**src/rtl/axis_pkg.sv**
```systemverilog
// ============================================================================
// Module  : axis_pkg
// Brief   : Shared types and constants for the AXI-Stream pattern source/sink.
// Revision: 1.0 - initial release
// ============================================================================
`default_nettype none

package axis_pkg;

    localparam int              THR_W    = 16;
    // Galois taps for x^16 + x^14 + x^13 + x^11 + 1 (right-shifting form)
    localparam logic [THR_W-1:0] THR_POLY = 16'hB400;

    typedef enum logic {
        PAT_CNT = 1'b0,
        PAT_ALT = 1'b1
    } pat_mode_e;

    typedef enum logic {
        S_IDLE = 1'b0,
        S_RUN  = 1'b1
    } src_state_e;

endpackage

`default_nettype wire

```
**src/rtl/axis_lfsr_throttle.sv**
```systemverilog
// ============================================================================
// Module  : axis_lfsr_throttle
// Brief   : Free-running 16-bit Galois LFSR with a probability compare on the
//           low byte; o_ok is high on roughly PROB/256 of all cycles.
// Revision: 1.0 - initial release
// ============================================================================
`default_nettype none

module axis_lfsr_throttle
    import axis_pkg::*;
#(
    parameter logic [THR_W-1:0] SEED = 16'hACE1,
    parameter int               PROB = 256
) (
    input  logic clk,
    input  logic rst_n,
    output logic o_ok
);

    localparam logic [8:0] c_PROB = 9'(PROB);

    logic [THR_W-1:0] r_lfsr;

    always_ff @(posedge clk or negedge rst_n) begin
        if (!rst_n) begin
            r_lfsr <= SEED;
        end else begin
            r_lfsr <= {1'b0, r_lfsr[THR_W-1:1]} ^ (r_lfsr[0] ? THR_POLY : '0);
        end
    end

    // Nine-bit compare so PROB=256 is always true
    assign o_ok = ({1'b0, r_lfsr[7:0]} < c_PROB);

endmodule

`default_nettype wire

```
**src/rtl/axis_pattern_source.sv**
```systemverilog
// ============================================================================
// Module  : axis_pattern_source
// Brief   : AXI-Stream packet generator (counter / alternating-inversion
//           pattern) with LFSR-throttled valid. Define AXIS_SRC_STALL_CNT_EN
//           to add the o_stall_cnt back-pressure counter.
// Revision: 1.0 - initial release
// ============================================================================
`default_nettype none

module axis_pattern_source
    import axis_pkg::*;
#(
    parameter int               WORD_W     = 8,
    parameter int               BUS_W      = 32,
    parameter int               LEN_W      = 8,
    parameter int               PROB_VALID = 256,
    parameter logic [THR_W-1:0] THR_SEED   = 16'hACE1
) (
    input  logic                      clk,
    input  logic                      rst_n,
    input  logic                      i_start,
    input  logic [LEN_W-1:0]          i_len,
    input  logic                      i_mode,
    input  logic [WORD_W-1:0]         i_seed,
    output logic                      o_m_valid,
    input  logic                      i_m_ready,
    output logic [BUS_W-1:0]          o_m_data,
    output logic [BUS_W/WORD_W-1:0]   o_m_keep,
    output logic                      o_m_last,
    output logic                      o_busy,
    output logic                      o_done
`ifdef AXIS_SRC_STALL_CNT_EN
    ,
    output logic [15:0]               o_stall_cnt
`endif
);

    localparam int   c_WPB     = BUS_W / WORD_W;
    localparam logic c_WPB_ODD = 1'(c_WPB % 2);

    src_state_e          r_state, w_state;
    pat_mode_e           r_mode, w_mode;
    logic [LEN_W-1:0]    r_rem, w_rem;
    logic [WORD_W-1:0]   r_base, w_base;
    logic                r_odd, w_odd;
    logic                r_valid, w_valid;
    logic [BUS_W-1:0]    r_data, w_data;
    logic [c_WPB-1:0]    r_keep, w_keep;
    logic                r_last, w_last;
    logic                r_busy, w_busy;
    logic                r_done, w_done;
    logic                w_load;
    logic                w_fire;
    logic                w_thr_ok;
    logic [WORD_W-1:0]   w_lane;
    logic                w_inv;

    axis_lfsr_throttle #(
        .SEED (THR_SEED),
        .PROB (PROB_VALID)
    ) u_thr (
        .clk   (clk),
        .rst_n (rst_n),
        .o_ok  (w_thr_ok)
    );

    assign w_fire = r_valid & i_m_ready;

    // r_rem/r_base/r_odd describe the next beat still to be loaded; on an
    // accepted start they are fed straight from the inputs so the first beat
    // can appear the cycle after start.
    always_comb begin
        w_state = r_state;
        w_mode  = r_mode;
        w_rem   = r_rem;
        w_base  = r_base;
        w_odd   = r_odd;
        w_valid = r_valid;
        w_data  = r_data;
        w_keep  = r_keep;
        w_last  = r_last;
        w_busy  = r_busy;
        w_done  = 1'b0;
        w_load  = 1'b0;
        w_lane  = '0;
        w_inv   = 1'b0;

        case (r_state)
            S_IDLE: begin
                if (i_start) begin
                    if (i_len != '0) begin
                        w_state = S_RUN;
                        w_busy  = 1'b1;
                        w_mode  = pat_mode_e'(i_mode);
                        w_rem   = i_len;
                        w_base  = i_seed;
                        w_odd   = 1'b0;
                        w_load  = w_thr_ok;
                    end else begin
                        w_done  = 1'b1;
                    end
                end
            end
            S_RUN: begin
                if (!r_valid || w_fire) begin
                    w_valid = 1'b0;
                    if (r_valid && r_last) begin
                        w_state = S_IDLE;
                        w_busy  = 1'b0;
                        w_done  = 1'b1;
                    end else begin
                        w_load  = w_thr_ok && (r_rem != '0);
                    end
                end
            end
        endcase

        if (w_load) begin
            w_valid = 1'b1;
            w_last  = (int'(w_rem) <= c_WPB);
            for (int j = 0; j < c_WPB; j++) begin
                w_lane = w_base + WORD_W'(j);
                w_inv  = (w_mode == PAT_ALT) && (w_odd ^ j[0]);
                if (int'(w_rem) > j) begin
                    w_data[j*WORD_W +: WORD_W] = w_inv ? ~w_lane : w_lane;
                    w_keep[j]                  = 1'b1;
                end else begin
                    w_data[j*WORD_W +: WORD_W] = '0;
                    w_keep[j]                  = 1'b0;
                end
            end
            w_rem  = (int'(w_rem) > c_WPB) ? w_rem - LEN_W'(c_WPB) : '0;
            w_base = w_base + WORD_W'(c_WPB);
            w_odd  = w_odd ^ c_WPB_ODD;
        end
    end

    always_ff @(posedge clk or negedge rst_n) begin
        if (!rst_n) begin
            r_state <= S_IDLE;
            r_mode  <= PAT_CNT;
            r_rem   <= '0;
            r_base  <= '0;
            r_odd   <= 1'b0;
            r_valid <= 1'b0;
            r_data  <= '0;
            r_keep  <= '0;
            r_last  <= 1'b0;
            r_busy  <= 1'b0;
            r_done  <= 1'b0;
        end else begin
            r_state <= w_state;
            r_mode  <= w_mode;
            r_rem   <= w_rem;
            r_base  <= w_base;
            r_odd   <= w_odd;
            r_valid <= w_valid;
            r_data  <= w_data;
            r_keep  <= w_keep;
            r_last  <= w_last;
            r_busy  <= w_busy;
            r_done  <= w_done;
        end
    end

    assign o_m_valid = r_valid;
    assign o_m_data  = r_data;
    assign o_m_keep  = r_keep;
    assign o_m_last  = r_last;
    assign o_busy    = r_busy;
    assign o_done    = r_done;

`ifdef AXIS_SRC_STALL_CNT_EN
    logic [15:0] r_stall_cnt;

    always_ff @(posedge clk or negedge rst_n) begin
        if (!rst_n) begin
            r_stall_cnt <= '0;
        end else if ((r_state == S_IDLE) && i_start) begin
            r_stall_cnt <= '0;
        end else if (r_valid && !i_m_ready && (r_stall_cnt != 16'hFFFF)) begin
            r_stall_cnt <= r_stall_cnt + 16'd1;
        end
    end

    assign o_stall_cnt = r_stall_cnt;
`endif

endmodule

`default_nettype wire

```
**config.mk**
```make
export PLATFORM = sky130hd
export DESIGN_NAME = axis_pattern_source
export DESIGN_NICKNAME = d
export VERILOG_FILES = /design/src/rtl/axis_pkg.sv /design/src/rtl/axis_lfsr_throttle.sv /design/src/rtl/axis_pattern_source.sv
export SDC_FILE = /design/constraint.sdc
export NUM_CORES = 1
export LEC_CHECK = 0
export CORE_UTILIZATION = 68
export DETAILED_ROUTE_END_ITERATION = 10
export DONT_BUFFER_PORTS = 1
export GPL_ROUTABILITY_DRIVEN = 0
export PLACE_DENSITY_LB_ADDON = 0.08
export SLEW_MARGIN = 30
export SYNTH_ARGS = -nofsm -noshare
export SYNTH_HDL_FRONTEND = slang
export SYNTH_SLANG_ARGS = --single-unit
```
**constraint.sdc**
```tcl
create_clock -name clk -period 4.25 [get_ports clk]
set_input_delay 1.0625 -clock clk [delete_from_list [all_inputs] [get_ports clk]]
set_output_delay 1.0625 -clock clk [all_outputs]
set_load 0.02 [all_outputs]
```
==> results of run 1 <==
-- state kept, by name, indices dropped and copies added, names as in the netlist, 4 cells and up --
register  count
o_m_keep      4
r_base        8
o_m_data     32
r_rem         8
-- layout by cell type (no fill, tap or decap), drive strengths merged, types with 3 or more instances in the layout --
master and n:
dfrtp 59, nand2 58, o21ai 25, xor2 24, xnor2 22, a22o 21, nor2 19, mux2i 15
a21oi 13, clkbuf 10, inv 9, nand3 8, nand4 6, ha 6, buf 6, o31ai 6
nor3 6, a22oi 5, o22ai 3, nor2b 3, a21o 3, nor4 3
-- how the worst max path moves through the flow --
stage	slack (ns)	end	cells after the start
after floorplan	1.04	o_m_data[29]	11
after global placement	0.75	o_m_data[19]	9
after detailed placement	0.66	o_m_data[31]	10
after CTS	1.02	o_m_data[31]	10
after global routing	0.73	o_m_data[31]	10
final	0.97	o_m_data[21]	9
-- logic make-up (layout without fill, tap and decap cells) --
logic type               Yosys count  count (layout)  synth area share (%)
XOR/XNOR                          46              46                  11.6
AO/OA/AOI/OAI                     90              90                  19.6
multiplexers                      16              16                  5.59
flip-flops                        59              59                  42.5
adder cells (fa/ha/maj)            6               6                  2.16
buffers and inverters             26              30                  3.71
AND/OR/NAND/NOR                  109             109                  14.8
-- layout make-up --
| class | instances | area (sq um) | share of cell area, % |
|---|---|---|---|
| Multi-Input combinational cell | 267 | 1880 | 50.6 |
| Sequential cell | 59 | 1480 | 39.7 |
| Clock buffer | 10 | 138 | 3.70 |
| Tap cell | 67 | 83.8 | 2.25 |
| Clock inverter | 6 | 63.8 | 1.72 |
| Timing Repair Buffer | 6 | 45.0 | 1.21 |
| Inverter | 8 | 30.0 | 0.808 |
-- worst max-delay path, cell delays in order --
cell	delay, ns
nor4_4	0.47
a31o_1	0.31
a22o_1	0.24
inv_1	0.10
ha_1	0.26
o211ai_2	0.14
nor3_2	0.13
a311oi_4	0.60
a22o_1	0.24
-- metal layers --
layer | vias to the layer above | GRT usage [%] | part of all wire [%]
li1 | 1239 | - | -
met4 | 0 | 15.4 | 2.1
met1 | 1296 | 42.9 | 42
met2 | 143 | 47.7 | 47
met3 | 14 | 9.60 | 8.9
met5 | - | 0 | 0
-- per-stage QoR --
stage | utilization, % | std cells | power (uW)
floorplan | - | 352 | 2760
global placement | 73.0 | 407 | 3100
detailed placement | 73.0 | 407 | 3160
CTS | 77.2 | 423 | 3700
global route | 77.2 | 423 | 3960
finish | 77.2 | 423 | 3720
-- power breakdown --
part / switching [uW] / internal, uW
Combinational: 1080 / 804
Clock: 236 / 286
Sequential: 463 / 855
Total: 1780 / 1950
==> results.ini, run 1 <==
[grt]
grt_pass1_wl_microns = 12600
antenna_found_initial = 0
grt_pass1_vias = 2523
grt_overflow = 0
grt_max_degree = 60
grt_use_total_pct = 32.1

[clocking]
cts_setup_buffers = 0
cts_tree = yes
clk_pin_slew_ns = 0.07
cts_root_buf = clkbuf_8
numCtsBuffers = 9
clk_latency_ns = 0.35
htree_num_levels = 3
cts_resized = 0
clockBufferDepth = 2
cts_hold_buf = 0
clock_sinks = 59

[synthesis]
synth_top_area_cell = dfrtp_1
ys_top_cells_by_area = dfrtp_1 43%, nand2_1 6.3%, xor2_1 6.1%
syn_inst = 352
yosysSeqAreaShare_pct = 42.5
synth_seq_cells = 59
avgSynthCellArea_sq_um = 9.86
synth_fp_nets = 379
synth_top_area_share_pct = 42.5
netlist_top_cells_count = 59 x dfrtp_1, 58 x nand2_1, 24 x xor2_1
synth.distinct_cells = 56
synthArstFlopShare_pct = 100
synth-main-ff-cell = dfrtp_1
synth-edff-count = 0
netlist_area_sq_um = 3470
synth.most_common_cell = dfrtp_1
ys_warn_count = 0

[cells_and_area]
antenna_cells = 0
drive_gt1_share_pct = 13.2
fin_nets = 378
fin_area_sq_um = 3720
syn_to_final_growth_pct = 7.10
fill_cells = 358

[die]
dieHeight_microns = 73.5
die_w_microns = 73.5
num_rows = 25
io_pins = 61
initial_core_util_pct = 72.1
coreArea_sq_um = 4820
die-area_sq_um = 5400

[power_and_ir_drop]
ir_drop_uv = 653
p_per_area_nw_per_um2 = 1000
p_leak_uw = 0.00158

[worst_setup_path]
startpoint = i_len[7]
startpoint_type = primary input
cp-end-kind = register
cp.required_ns = 4.54
rr_worst_depth = 7
cp.arrival_ns = 3.56
r2r_end = o_m_data[21]
r2r_slack_ns = 1.27
crit_fanout = 9
reg2reg_from = r_state
crit_type = in -> reg

[sta]
period_share_pct = 77.1
max_slew.worst_pin.slew_ns = 0.684
drv_slew = 0
setup_viol = 0
rsz0062_at_grt = false
fmax_mhz = 305
fin_worst_skew_ns = 0.00784
setup_ws_ns = 0.972
fin_hold_ws_ns = 0.399
hold_viol = 0
final.min_clock_period_ns = 3.28
maxSlewHeadroom_pct = 54.3
tns_ns = 0

[run]
maxCapViolations = 0

[drt]
antenna_left = 0
wl_microns = 7990
num_vias = 2692
drt_iter0_drc = 275
drc = 0
viasPerCell = 6.36
routedWlPerCell_microns = 18.9
firstDrtPassIters = 4

[worst_hold_path]
worst_hold_path_type = in -> async

[place]
dpl.hpwl_microns = 5620
dpl_cell_area_sq_um = 3520
pre_cts_slack_ns = 0.655
portBuffers = 0

[status]
status = finished clean

Note: power is estimated with default switching activity, not from simulation.
==> inputs of run 2 (changes only) <==
- ABC_AREA: default -> 1
- CORE_UTILIZATION: 68 -> 58
- clock period: 4.25 -> 2.6 ns (I/O delays scaled with it)
==> results.ini, run 2 <==
[drt]
wl_microns = 8320  ; was 7990 microns
drt_iter0_drc = 130  ; was 275
firstDrtPassIters = 4  ; unchanged
antenna_left = 0  ; unchanged
drc = 0  ; unchanged
routedWlPerCell_microns = 14.8  ; was 18.9 microns
num_vias = 2963  ; was 2692
viasPerCell = 5.28  ; was 6.36

[synthesis]
yosysSeqAreaShare_pct = 41.2  ; was 42.5%
synth_seq_cells = 59  ; unchanged
synth_fp_nets = 494  ; was 379
netlist_top_cells_count = 169 x nand2_1, 59 x dfrtp_1, 41 x nor2_1  ; was 59 x dfrtp_1, 58 x nand2_1, 24 x xor2_1
ys_top_cells_by_area = dfrtp_1 41%, nand2_1 18%, nand3_1 5.4%  ; was dfrtp_1 43%, nand2_1 6.3%, xor2_1 6.1%
syn_inst = 467  ; was 352
synth_top_area_cell = dfrtp_1  ; unchanged
ys_warn_count = 0  ; unchanged
synth.distinct_cells = 31  ; was 56
avgSynthCellArea_sq_um = 7.67  ; was 9.86 sq um
synth.most_common_cell = nand2_1  ; was dfrtp_1
synth-edff-count = 0  ; unchanged
synth-main-ff-cell = dfrtp_1  ; unchanged
synth_top_area_share_pct = 41.2  ; was 42.5%
netlist_area_sq_um = 3580  ; was 3470 sq um
synthArstFlopShare_pct = 100  ; unchanged

[grt]
grt_use_total_pct = 28.4  ; was 32.1%
antenna_found_initial = 0  ; unchanged
grt_overflow = 0  ; unchanged
grt_pass1_wl_microns = 13700  ; was 12600 microns
grt_pass1_vias = 2979  ; was 2523
grt_max_degree = 60  ; unchanged

[worst_setup_path]
cp.required_ns = 2.83  ; was 4.54 ns
crit_fanout = 9  ; unchanged
startpoint_type = register  ; was primary input
cp-end-kind = register  ; unchanged
cp.arrival_ns = 2.49  ; was 3.56 ns
crit_type = reg -> reg  ; was in -> reg

[clocking]
numCtsBuffers = 9  ; unchanged
clk_pin_slew_ns = 0.08  ; was 0.07 ns
cts_hold_buf = 1  ; was 0
htree_num_levels = 3  ; unchanged
cts_root_buf = clkbuf_8  ; unchanged
clockBufferDepth = 2  ; unchanged
cts_resized = 0  ; unchanged
clock_sinks = 59  ; unchanged
cts_setup_buffers = 0  ; unchanged
cts_tree = yes  ; unchanged
clk_latency_ns = 0.35  ; about the same

[cells_and_area]
final_common_cell = nand2_1  ; was dfrtp_1
drive_gt1_share_pct = 16.0  ; was 13.2%
fin_cells = 561  ; was 423
fin_nets = 508  ; was 378
syn_to_final_growth_pct = 9.99  ; was 7.10%
fill_cells = 526  ; was 358
final_cell_mix = 169 x nand2_1, 59 x dfrtp_1, 41 x nor2_1  ; was 59 x dfrtp_1, 58 x nand2_1, 24 x xor2_1
largest_register_ffs = 32  ; unchanged
antenna_cells = 0  ; unchanged

[die]
die-area_sq_um = 6490  ; was 5400 sq um
initial_core_util_pct = 60.1  ; was 72.1%
dieHeight_microns = 80.6  ; was 73.5 microns
num_rows = 28  ; was 25
die_w_microns = 80.6  ; was 73.5 microns
coreArea_sq_um = 5960  ; was 4820 sq um
io_pins = 61  ; unchanged

[place]
place_inst = 544  ; was 407
dpl.hpwl_microns = 6120  ; was 5620 microns
portBuffers = 0  ; unchanged
pre_cts_slack_ns = 0.0615  ; was 0.655 ns

[sta]
rsz0062_at_grt = false  ; unchanged
tns_ns = 0  ; unchanged
hold_viol = 0  ; unchanged
drv_slew = 0  ; unchanged
setup_ws_ns = 0.344  ; was 0.972 ns
period_share_pct = 86.8
max_slew.worst_pin.slew_ns = 0.464  ; was 0.684 ns
setup_viol = 0  ; unchanged
maxSlewHeadroom_pct = 69.0  ; was 54.3%
final.min_clock_period_ns = 2.26
fin_worst_skew_ns = 0.0125  ; was 0.00784 ns
fin_hold_ws_ns = 0.170  ; was 0.399 ns
fmax_mhz = 443

[power_and_ir_drop]
ir_drop_uv = 758  ; was 653 uV
p_per_area_nw_per_um2 = 1600  ; was 1000 nW/um^2
p_leak_uw = 0.00207  ; was 0.00158 uW

[worst_hold_path]
worst_hold_path_type = in -> async  ; unchanged

[status]
status = finished clean  ; unchanged

[run]
maxCapViolations = 0  ; unchanged

## run 2: changes by cell type in the layout (fill, tap and decap cells not counted), moves of 11 or more
| cell | before | now |
|---|---|---|
| xnor2_1 | 22 | 10 |
| mux2i_1 | 11 | 0 |
| a22o_1 | 20 | 0 |
| inv_1 | 7 | 35 |
| nand2_2 | 0 | 12 |
| nand3_1 | 8 | 39 |
| nor2_1 | 17 | 41 |
| nand2_1 | 58 | 169 |
## run 2: layout make-up
| type | instances | area [sq um] | share of cell area, % |
|---|---|---|---|
| clock inverter | 7 | 101 | 2.57 |
| multi-input combinational | 355 | 1860 | 47.3 |
| clock buffer | 9 | 124 | 3.14 |
| timing repair buffer | 14 | 125 | 3.18 |
| tap | 75 | 93.8 | 2.38 |
| sequential | 59 | 1480 | 37.5 |
| inverter | 42 | 158 | 4.00 |
## run 2: cell families (layout without fill, tap and decap cells)
family          Yosys count  count (layout)  share of synthesized area (%)
compound gates           31              31                           5.24
xor+xnor                 27              27                           6.81
buf+inv                  53              72                           6.81
flops                    59              59                           41.2
fa+ha+maj                 6               6                           2.10
simple gates            291             291                           37.8
## run 2: metrics by stage
stage | util, % | total power [uW] | cell area (sq um)
after floorplan | - | 4580 | 3580
after global placement | 61.9 | 5220 | 3690
after detailed placement | 61.9 | 5300 | 3690
after CTS | 66.2 | 6320 | 3940
after global routing | 66.2 | 6830 | 3940
final | 66.2 | 6290 | 3940
## run 2: metal layers
| metal | vias up | GRT usage, % | part of all wire, % |
|---|---|---|---|
| met3 | 16 | 6.14 | 4.8 |
| met5 | - | 0 | 0 |
| met1 | 1405 | 33.9 | 44 |
| li1 | 1477 | - | - |
| met2 | 65 | 49.8 | 49 |
| met4 | 0 | 10.5 | 1.9 |
## run 2: power by group
part | switching [uW] | leakage, uW | internal (uW)
Combinational | 2150 | 0.00124 | 1170
Clock | 415 | 0.000106 | 545
Sequential | 634 | 0.000720 | 1380
Total | 3200 | 0.00207 | 3090
## run 2: critical path, stage by stage (launching register included)
cell     delay [ns]
dfrtp_1        0.45
nor2_4         0.21
o21ai_4        0.09
buf_4          0.16
a22oi_2        0.22
ha_1           0.33
nand3_2        0.17
nor2_1         0.16
nor2_2         0.04
buf_4          0.17
nand3_1        0.07
nand2_1        0.06
## run 2: final timing paths
kind | from | end | slack, ns | cells past startpoint
min in group clk | i_m_ready | o_m_valid | 0.55 | 3
max in group asynchronous | rst_n | o_m_data[31] | 2.18 | 1
worst min register to register | r_base[0] | r_base[0] | 0.56 | 2
worst max register to register | r_state | o_m_data[12] | 0.34 | 11
worst max-delay path | r_state | o_m_data[12] | 0.34 | 11
worst min-delay path | rst_n | o_m_keep[3] | 0.17 | 1
